<file path="src/rtl/bpsk_pkg.sv">
// Shared BPSK constants, receiver state enum and the sine table
// used by both the modulator and the receiver.
package bpsk_pkg;

  localparam int DATA_WIDTH      = 8;
  localparam int SINE_RESOLUTION = 64;
  localparam int WAVELENGTH      = 16;
  localparam int PACKET_SIZE     = 184;
  localparam logic [7:0] SYNC_WORD = 8'hA5;

  localparam int PH_W    = $clog2(SINE_RESOLUTION);
  localparam int PH_STEP = SINE_RESOLUTION / WAVELENGTH;
  localparam int SC_W    = $clog2(WAVELENGTH);
  localparam int PROD_W  = 2 * DATA_WIDTH;
  localparam int ACC_W   = PROD_W + $clog2(WAVELENGTH);
  localparam int CNT_W   = $clog2(PACKET_SIZE);

  typedef enum logic [1:0] {
    HUNT,
    COLLECT,
    HOLD
  } rx_state_e;

  // First quadrant of round(127*sin(2*pi*i/64)), i = 0..16.
  function automatic logic signed [DATA_WIDTH-1:0] quarter_sine(
    input logic [4:0] r
  );
    case (r)
      5'd0:    return 8'sd0;
      5'd1:    return 8'sd12;
      5'd2:    return 8'sd25;
      5'd3:    return 8'sd37;
      5'd4:    return 8'sd49;
      5'd5:    return 8'sd60;
      5'd6:    return 8'sd71;
      5'd7:    return 8'sd81;
      5'd8:    return 8'sd90;
      5'd9:    return 8'sd98;
      5'd10:   return 8'sd106;
      5'd11:   return 8'sd112;
      5'd12:   return 8'sd117;
      5'd13:   return 8'sd122;
      5'd14:   return 8'sd125;
      5'd15:   return 8'sd126;
      default: return 8'sd127;
    endcase
  endfunction

  function automatic logic signed [DATA_WIDTH-1:0] sine_at(
    input logic [PH_W-1:0] idx
  );
    logic [4:0] r;
    r = {1'b0, idx[3:0]};
    case (idx[5:4])
      2'd0:    return quarter_sine(r);
      2'd1:    return quarter_sine(5'd16 - r);
      2'd2:    return -quarter_sine(r);
      default: return -quarter_sine(5'd16 - r);
    endcase
  endfunction

endpackage

</file>
<file path="src/rtl/bpsk_receiver_symbol_correlator.sv">
// Coherent symbol correlator: phase stepping, multiply,
// accumulate and per-symbol bit decision.
module symbol_correlator
  import bpsk_pkg::*;
(
  input  logic                  clk,
  input  logic                  rst,
  input  logic [DATA_WIDTH-1:0] sample,
  input  logic                  sample_en,
  input  logic                  flush,
  output logic                  bit_out,
  output logic                  bit_valid
);

  localparam logic [PH_W-1:0] PH_INC  = PH_W'(PH_STEP);
  localparam logic [PH_W-1:0] PH_TOP  = PH_W'(SINE_RESOLUTION - PH_STEP);
  localparam logic [SC_W-1:0] SC_LAST = SC_W'(WAVELENGTH - 1);

  if (SINE_RESOLUTION % WAVELENGTH != 0) begin : g_bad_res
    $error("SINE_RESOLUTION must be a multiple of WAVELENGTH");
  end

  logic [PH_W-1:0]          ph_q, ph_d;
  logic [SC_W-1:0]          sc_q, sc_d;
  logic signed [PROD_W-1:0] prod_q, prod_d;
  logic                     pv_q, pv_d;
  logic                     last_q, last_d;
  logic signed [ACC_W-1:0]  acc_q, acc_d;
  logic signed [ACC_W-1:0]  acc_sum;
  logic                     bit_q, bit_d;
  logic                     bv_q, bv_d;

  logic signed [DATA_WIDTH-1:0] sine_v;
  logic signed [PROD_W-1:0]     samp_x, sine_x;

  always_comb begin
    sine_v  = sine_at(ph_q);
    samp_x  = {{DATA_WIDTH{sample[DATA_WIDTH-1]}}, sample};
    sine_x  = {{DATA_WIDTH{sine_v[DATA_WIDTH-1]}}, sine_v};
    acc_sum = acc_q
            + {{(ACC_W-PROD_W){prod_q[PROD_W-1]}}, prod_q};

    ph_d   = ph_q;
    sc_d   = sc_q;
    prod_d = prod_q;
    pv_d   = 1'b0;
    last_d = 1'b0;
    acc_d  = acc_q;
    bit_d  = bit_q;
    bv_d   = 1'b0;

    if (sample_en) begin
      prod_d = samp_x * sine_x;
      pv_d   = 1'b1;
      last_d = (sc_q == SC_LAST);
      ph_d   = (ph_q == PH_TOP) ? '0 : ph_q + PH_INC;
      sc_d   = (sc_q == SC_LAST) ? '0 : sc_q + 1'b1;
    end

    // Decide on the running sum so the next product starts a fresh symbol.
    if (pv_q) begin
      if (last_q) begin
        acc_d = '0;
        bv_d  = 1'b1;
        bit_d = !acc_sum[ACC_W-1] && (acc_sum != '0);
      end else begin
        acc_d = acc_sum;
      end
    end

    if (flush) begin
      ph_d   = '0;
      sc_d   = '0;
      pv_d   = 1'b0;
      last_d = 1'b0;
      acc_d  = '0;
      bv_d   = 1'b0;
    end
  end

  always_ff @(posedge clk or posedge rst) begin
    if (rst) begin
      ph_q   <= '0;
      sc_q   <= '0;
      prod_q <= '0;
      pv_q   <= 1'b0;
      last_q <= 1'b0;
      acc_q  <= '0;
      bit_q  <= 1'b0;
      bv_q   <= 1'b0;
    end else begin
      ph_q   <= ph_d;
      sc_q   <= sc_d;
      prod_q <= prod_d;
      pv_q   <= pv_d;
      last_q <= last_d;
      acc_q  <= acc_d;
      bit_q  <= bit_d;
      bv_q   <= bv_d;
    end
  end

  assign bit_out   = bit_q;
  assign bit_valid = bv_q;

endmodule

</file>
<file path="src/rtl/bpsk_receiver.sv">
// BPSK receiver: correlator, sync hunt, packet assembly and
// valid/ready hand-off to the packet consumer.
module bpsk_receiver
  import bpsk_pkg::*;
(
  input  logic                   clk,
  input  logic                   rst,
  input  logic [DATA_WIDTH-1:0]  sample,
  input  logic                   sample_valid,
  output logic [PACKET_SIZE-1:0] packet,
  output logic                   packet_valid,
  input  logic                   packet_ready,
  output logic                   locked,
  output logic                   overrun
);

  localparam logic [CNT_W-1:0] CNT_LAST = CNT_W'(PACKET_SIZE - 1);

  rx_state_e state_q, state_d;

  // The eighth bit of the sync window is the incoming decision itself.
  logic [6:0]             hist_q, hist_d;
  logic [7:0]             hist_sh;
  logic [CNT_W-1:0]       cnt_q, cnt_d;
  logic [PACKET_SIZE-1:0] pkt_q, pkt_d;
  logic                   ovr_q, ovr_d;

  logic bit_out;
  logic bit_valid;
  logic corr_en;
  logic corr_flush;

  assign corr_en    = sample_valid && (state_q != HOLD);
  assign corr_flush = (state_q == HOLD);

  symbol_correlator u_corr (
    .clk       (clk),
    .rst       (rst),
    .sample    (sample),
    .sample_en (corr_en),
    .flush     (corr_flush),
    .bit_out   (bit_out),
    .bit_valid (bit_valid)
  );

  assign hist_sh = {hist_q, bit_out};

  always_ff @(posedge clk or posedge rst) begin
    if (rst) begin
      state_q <= HUNT;
    end else begin
      state_q <= state_d;
    end
  end

  always_comb begin
    state_d = state_q;
    unique case (state_q)
      HUNT: begin
        if (bit_valid && hist_sh == SYNC_WORD) state_d = COLLECT;
      end
      COLLECT: begin
        if (bit_valid && cnt_q == CNT_LAST) state_d = HOLD;
      end
      HOLD: begin
        if (packet_ready) state_d = HUNT;
      end
      default: state_d = HUNT;
    endcase
  end

  always_comb begin
    locked       = (state_q != HUNT);
    packet_valid = (state_q == HOLD);
  end

  always_comb begin
    hist_d = hist_q;
    cnt_d  = cnt_q;
    pkt_d  = pkt_q;
    ovr_d  = ovr_q;
    unique case (state_q)
      HUNT: begin
        cnt_d = '0;
        if (bit_valid) hist_d = hist_sh[6:0];
      end
      COLLECT: begin
        if (bit_valid) begin
          pkt_d = {pkt_q[PACKET_SIZE-2:0], bit_out};
          cnt_d = cnt_q + 1'b1;
        end
      end
      HOLD: begin
        hist_d = '0;
        cnt_d  = '0;
        if (sample_valid) ovr_d = 1'b1;
      end
      default: begin
        hist_d = '0;
        cnt_d  = '0;
      end
    endcase
  end

  always_ff @(posedge clk or posedge rst) begin
    if (rst) begin
      hist_q <= '0;
      cnt_q  <= '0;
      pkt_q  <= '0;
      ovr_q  <= 1'b0;
    end else begin
      hist_q <= hist_d;
      cnt_q  <= cnt_d;
      pkt_q  <= pkt_d;
      ovr_q  <= ovr_d;
    end
  end

  assign packet  = pkt_q;
  assign overrun = ovr_q;

endmodule

</file>
<file path="config.mk">
export PLATFORM = sky130hd
export DESIGN_NAME = bpsk_receiver
export DESIGN_NICKNAME = d
export VERILOG_FILES = /design/src/rtl/bpsk_pkg.sv /design/src/rtl/bpsk_receiver_symbol_correlator.sv /design/src/rtl/bpsk_receiver.sv
export SDC_FILE = /design/constraint.sdc
export NUM_CORES = 1
export LEC_CHECK = 0
export CORE_UTILIZATION = 40
export CTS_CLUSTER_SIZE = 40
export DETAILED_ROUTE_END_ITERATION = 12
export PLACE_DENSITY = 0.7
export SLEW_MARGIN = 20
export SYNTH_ARGS = -nofsm -noshare
export SYNTH_HDL_FRONTEND = slang
export SYNTH_SLANG_ARGS = --single-unit
</file>
<file path="constraint.sdc">
create_clock -name clk -period 13.7 [get_ports clk]
set_input_delay 2.055 -clock clk [delete_from_list [all_inputs] [get_ports clk]]
set_output_delay 2.055 -clock clk [all_outputs]
set_load 0.005 [all_outputs]
</file>
==> results.py, run 1 <==
metrics = {
    "yosys": {
        "synth_edf_count": 0,
        "yosysSeqAreaShare": 0.474,
        "synth_area_mm2": 0.0132,
        "synth_flop_cell": "dfrtp_1",
        "syn_inst": 1079,
        "async_flop_share": 1.00,
        "ys_seq_elements": 250,
        "syn_nets": 1207,
        "yosysWarningCount": 0,
        "ys_types": 59,
        "syn_avg_cell_area_um2": 12.2,
    },
    "sta": {
        "rsz0062_at_grt": "no",
        "drv_slew": 0,
        "hold_viol": 0,
        "clock.fmax_mhz": 153,
        "period_minus_slack_ns": 6.52,
        "setup_viol": 0,
        "worst_slew_pin_slew_ns": 0.993,
        "finalSetupTns_ns": 0,
        "relSlewSlack": 0.338,
        "post-route-period-util": 0.476,
        "fin_skew_ns": 0.0124,
    },
    "drt": {
        "drt_iter0_drc": 350,
        "wl_per_cell_um": 15.0,
        "avgViaCountPerCell": 4.91,
        "drt-total-wl_um": 26100,
        "postRouteAntennaNets": 0,
        "vias": 8540,
        "firstDrtPassIters": 4,
        "drc": 0,
    },
    "grt": {
        "globalRouteMet3Util": 0.0258,
        "use_met2": 0.269,
        "grt_start_max_net_pins": 111,
        "grt_pass1_vias": 8552,
        "use_met1": 0.203,
        "antenna_found_initial": 0,
        "grt_pass1_wl_um": 43100,
        "grt.busiest_layer": "met2",
        "grt_overflow": 0,
        "grt_util_all_layers": 0.155,
    },
    "worst_hold_path": {
        "holdPathStages": 1,
        "hold_path.class": "register to register",
    },
    "worst_setup_path": {
        "critPathMostFrequentCell": "inv_1",
        "crit_chain": "inv_1, ha_1, nor2_1, nor2_1, a21oi_1, o21ai_0, a21oi_1, a21oi_1, and2_1, inv_1, fa_1, inv_1, fa_1, fa_1, inv_1, fa_1, inv_1, ha_1, and2_1, o21ai_0, o31ai_1, o41ai_2, xnor2_1, o21ai_0",
        "crit_required_ns": 14.08,
        "cp_num_buf_inv": 5,
        "start_kind": "register",
        "cp_max_fo": 14,
        "path_class": "register to register",
        "critPathTopFamily": "adder cells",
        "crit_path_top_delay_cell": "dfrtp_1",
        "critPathMaxStageDelay_ns": 0.64,
        "r2r_cells": 24,
        "arrival_ns": 6.90,
        "cp_num_cells": 24,
        "cp-end-kind": "register",
    },
    "floorplanning": {
        "rows": 66,
        "die_h_um": 184,
        "die-area_mm2": 0.0337,
        "die_w_um": 184,
        "coreArea_mm2": 0.0325,
        "num_io_pins": 199,
        "initial_core_util": 0.406,
    },
    "layout": {
        "seqCellArea_mm2": 0.00626,
        "antenna_cells": 0,
        "multi_input_area_mm2": 0.00646,
        "n_fill_cell": 2898,
        "syn2layout_area_growth_pct": 25.4,
        "nNetsFinal": 1405,
        "drive_above_1_share": 0.194,
    },
    "place": {
        "gp_congestion": 0.842,
        "port_buffers": 198,
        "hpwl_um": 19400,
    },
    "clock_network": {
        "postCtsHoldBufs": 0,
        "root_buffer": "clkbuf_16",
        "postCtsSetupBuffers": 0,
        "clk_latency_ns": 0.53,
        "cts_tree": "done",
        "cts.repair.resized": 0,
        "clk_pin_slew_ns": 0.06,
        "htree_levels": 1,
        "clock_sinks": 250,
        "ctsLongestPathBuffers": 3,
        "cts_buffers": 26,
    },
    "status": {
        "status": "finished clean",
    },
    "job": {
        "cap_violations": 0,
    },
}
==> state kept, by name, indices dropped and copies added (netlist names) <==
name              flops
u_corr.bit_valid      1
u_corr.bit_out        1
u_corr.prod_q        16
u_corr.sc_q           4
u_corr.acc_q         20
overrun               1
packet              184
cnt_q                 8
u_corr.last_q         1
u_corr.pv_q           1
state_q               2
hist_q                7
u_corr.ph_q           4
==> cell families after synthesis <==
family | synth area share
adder cells (fa/ha/maj) | 0.142
multiplexers | 0.170
XOR/XNOR | 0.0278
flip-flops | 0.474
buffers and inverters | 0.0372
AO/OA/AOI/OAI | 0.0710
AND/OR/NAND/NOR | 0.0774
==> layout make-up <==
cell class,instances,share of cell area
clock inverters,9,0.00779
inverters,95,0.0220
repair buffers,206,0.125
flip-flops and latches,250,0.378
well taps,442,0.0334
multi-input cells,698,0.390
clock buffers,38,0.0438
==> routing by layer <==
| layer | vias up | wire length, µm |
|---|---|---|
| met5 | - | 0 |
| met4 | 0 | 423 |
| li1 | 4083 | - |
| met3 | 31 | 1500 |
| met2 | 203 | 12600 |
| met1 | 4223 | 11600 |
==> metrics by stage <==
| stage | util | cell area, µm² | hold WS (ns) | setup slack, ns | cells |
|---|---|---|---|---|---|
| after floorplan | - | 13200 | 0.451 | 4.77 | 1079 |
| after global routing | 0.509 | 16600 | 0.505 | 6.64 | 1738 |
| after global placement | 0.481 | 15700 | 0.458 | 7.00 | 1690 |
| after CTS | 0.508 | 16500 | 0.477 | 7.03 | 1737 |
| after detailed placement | 0.481 | 15700 | 0.462 | 6.92 | 1690 |
| final | 0.509 | 16600 | 0.465 | 7.18 | 1738 |
==> cells in the mapped netlist, types with 24 or more instances <==
library cell | instances | area share
a21oi_1 | 32 | 0.012
and2_1 | 34 | 0.016
clkbuf_1 | 34 | 0.0097
dfrtp_1 | 250 | 0.47
fa_1 | 57 | 0.086
ha_1 | 59 | 0.056
inv_1 | 94 | 0.027
mux2_2 | 190 | 0.16
nand2_1 | 43 | 0.012
nor2_1 | 57 | 0.016
o21ai_0 | 32 | 0.012
xnor2_1 | 24 | 0.016
==> final timing paths <==
check / from / endpoint / slack (ns)
min reg2reg: overrun$_DFFE_PP0P_ / overrun$_DFFE_PP0P_ / 0.47
max reg2reg: u_corr.ph_q[2]$_DFFE_PP0P_ / u_corr.prod_q[15]$_DFFE_PP0P_ / 7.18
max: u_corr.ph_q[2]$_DFFE_PP0P_ / u_corr.prod_q[15]$_DFFE_PP0P_ / 7.18
min in group asynchronous: rst / packet[123]$_DFFE_PP0P_ / 2.05
max in group asynchronous: rst / u_corr.prod_q[1]$_DFFE_PP0P_ / 10.16
min: overrun$_DFFE_PP0P_ / overrun$_DFFE_PP0P_ / 0.47
==> cells in the final DEF, fill, tap and decap left out, types with 4 or more instances in the layout <==
master,instances
nor2b_1,17
mux2_2,190
and2_1,34
o21ai_0,32
clkbuf_1,9
fa_1,57
buf_4,7
a211oi_1,5
dfrtp_1,250
or3_1,4
xnor2_1,24
clkbuf_16,26
and3_1,4
nor3_1,8
o211ai_1,4
nand2_1,43
a21oi_1,32
a21o_1,8
a22o_1,14
o21bai_1,5
nand3_1,13
xor2_1,16
mux2i_1,11
a31oi_1,4
inv_1,93
o31ai_1,5
ha_1,59
nand2b_1,5
nor4bb_1,4
clkdlybuf4s50_1,198
o21a_1,6
nor2_1,56
Power of run 1 is left out: the tool's default activity adds up to more than one toggle a clock period on the data nets, which glitch-free logic cannot reach.
==> run 2: changes to the inputs <==
--- a/config.mk
+++ b/config.mk
@@ -8,7 +8,7 @@
 export CORE_UTILIZATION = 40
 export CTS_CLUSTER_SIZE = 40
 export DETAILED_ROUTE_END_ITERATION = 12
-export PLACE_DENSITY = 0.7
+export PLACE_DENSITY = 0.72
 export SLEW_MARGIN = 20
 export SYNTH_ARGS = -nofsm -noshare
 export SYNTH_HDL_FRONTEND = slang
==> constraint.sdc (replaced) <==
create_clock -name clk -period 5.9 [get_ports clk]
set_input_delay 0.885 -clock clk [delete_from_list [all_inputs] [get_ports clk]]
set_output_delay 0.885 -clock clk [all_outputs]
set_load 0.005 [all_outputs]
==> results.py, run 2 (same netlist as run 1, synthesis figures left out) <==
metrics = {
    "drt": {
        "top_layer": "met4",
        "drc": 0,
        "wl_per_cell_um": 15.4,
        "vias": 8641,
        "wl_met1_um": 11900,
        "dr_wl_met2_um": 12800,
        "firstDrtPassIters": 4,
        "met3_length_um": 1770,
        "postRouteAntennaNets": 0,
        "drt_iter0_drc": 374,
        "drt-total-wl_um": 26900,
        "avgViaCountPerCell": 4.93,
    },
    "worst_setup_path": {
        "critPathMostFrequentCell": "inv_1",
        "crit_required_ns": 6.29,
        "r2r_start": "u_corr.ph_q[2]$_DFFE_PP0P_",
        "start_kind": "register",
        "cp-end-kind": "register",
        "rrSetupSlack_ns": 0.23,
        "critPathTopFamily": "adder cells",
        "cp_max_fo": 8,
        "arrival_ns": 6.06,
        "crit_chain": "inv_2, ha_1, nor3_2, nand3_1, nand3_1, o21ai_0, a21oi_1, nor2b_1, fa_1, inv_1, fa_1, inv_1, fa_1, inv_1, fa_1, inv_1, ha_1, inv_1, o21ai_1, a211oi_2, o31ai_2, o41ai_2, xnor2_1, o21ai_0",
        "crit_path_top_delay_cell": "fa_1",
        "path_class": "register to register",
        "startpoint": "u_corr.ph_q[2]$_DFFE_PP0P_",
        "cp_num_buf_inv": 6,
        "critPathMaxStageDelay_ns": 0.53,
    },
    "clock_network": {
        "clk_pin_slew_ns": 0.06,
        "cts_buffers": 28,
        "postCtsSetupBuffers": 0,
        "htree_levels": 1,
        "ctsLongestPathBuffers": 3,
        "cts_tree": "done",
        "clk_latency_ns": 0.54,
        "clock_sinks": 250,
        "root_buffer": "clkbuf_16",
        "postCtsHoldBufs": 0,
    },
    "sta": {
        "post-route-period-util": 0.960,
        "clock.fmax_mhz": 177,
        "worst_slew_pin_slew_ns": 0.944,
        "fin_skew_ns": 0.0144,
        "setup_viol": 0,
        "holdWs_ns": 0.453,
        "relSlewSlack": 0.371,
        "drv_slew": 0,
        "period_minus_slack_ns": 5.67,
        "hold_viol": 0,
    },
    "layout": {
        "syn2layout_area_growth_pct": 27.1,
        "fin_area_mm2": 0.0168,
        "drive_above_1_share": 0.215,
        "largest_register_ffs": 184,
        "final_common_cell": "dfrtp_1",
        "nNetsFinal": 1416,
        "antenna_cells": 0,
        "layout.cells.most_common_list": "dfrtp_1 (250), clkdlybuf4s50_1 (198), mux2_2 (190)",
    },
    "grt": {
        "grt_start_max_net_pins": 171,
        "grt_pass1_wl_um": 43900,
        "grt_util_all_layers": 0.159,
        "grt_pass1_vias": 8629,
        "grt_overflow": 0,
        "antenna_found_initial": 0,
    },
    "floorplanning": {
        "num_io_pins": 199,
        "rows": 66,
        "die_w_um": 184,
        "die_h_um": 184,
        "die-area_mm2": 0.0337,
        "coreArea_mm2": 0.0325,
        "initial_core_util": 0.406,
    },
    "worst_hold_path": {
        "hold_path.class": "register to register",
        "hp-start": "overrun$_DFFE_PP0P_",
    },
    "place": {
        "port_buffers": 198,
        "gp_congestion": 0.861,
        "place_area_mm2": 0.0158,
        "hpwl_um": 19800,
    },
    "status": {
        "status": "finished clean",
    },
    "job": {
        "cap_violations": 0,
    },
}
==> run 2: area by class of cell <==
type                            count  area, µm²
Fill cell                        2816      15800
Multi-Input combinational cell    698       6520
Sequential cell                   250       6260
Timing Repair Buffer              215       2140
Clock buffer                       39        802
Tap cell                          442        553
Inverter                           95        360
Clock inverter                     12        149
==> run 2: final timing paths <==
check | depth (start not counted) | end
max | 24 | u_corr.prod_q[15]$_DFFE_PP0P_
min | 1 | overrun$_DFFE_PP0P_
max reg2reg | 24 | u_corr.prod_q[15]$_DFFE_PP0P_
min reg2reg | 1 | overrun$_DFFE_PP0P_
max in group asynchronous | 3 | packet[35]$_DFFE_PP0P_
min in group asynchronous | 3 | packet[86]$_DFFE_PP0P_
==> run 2: repair_timing <==
item                                    in CTS  in global routing
gates resized for setup                      0                 19
hold endpoints to repair                     0                  0
endpoints found under the setup margin       0                  4
==> run 2: metrics by stage <==
step / setup WS [ns] / TNS [ns] / std cells / utilization
2_1_floorplan: 0.0585 / 0 / 1079 / -
3_3_place_gp: 0.229 / 0 / 1700 / 0.484
3_5_place_dp: 0.0232 / 0 / 1700 / 0.484
4_1_cts: 0.0287 / 0 / 1751 / 0.514
5_1_grt: -0.0291 / -0.0291 / 1751 / 0.516
6_report: 0.235 / 0 / 1751 / 0.516
==> run 2: per-layer routing <==
layer  track usage  vias up
met5             0        -
met3        0.0297       40
met2         0.271      225
met4        0.0393        0
met1         0.207     4257
li1              -     4119
Power of run 2 is left out for the same reason.
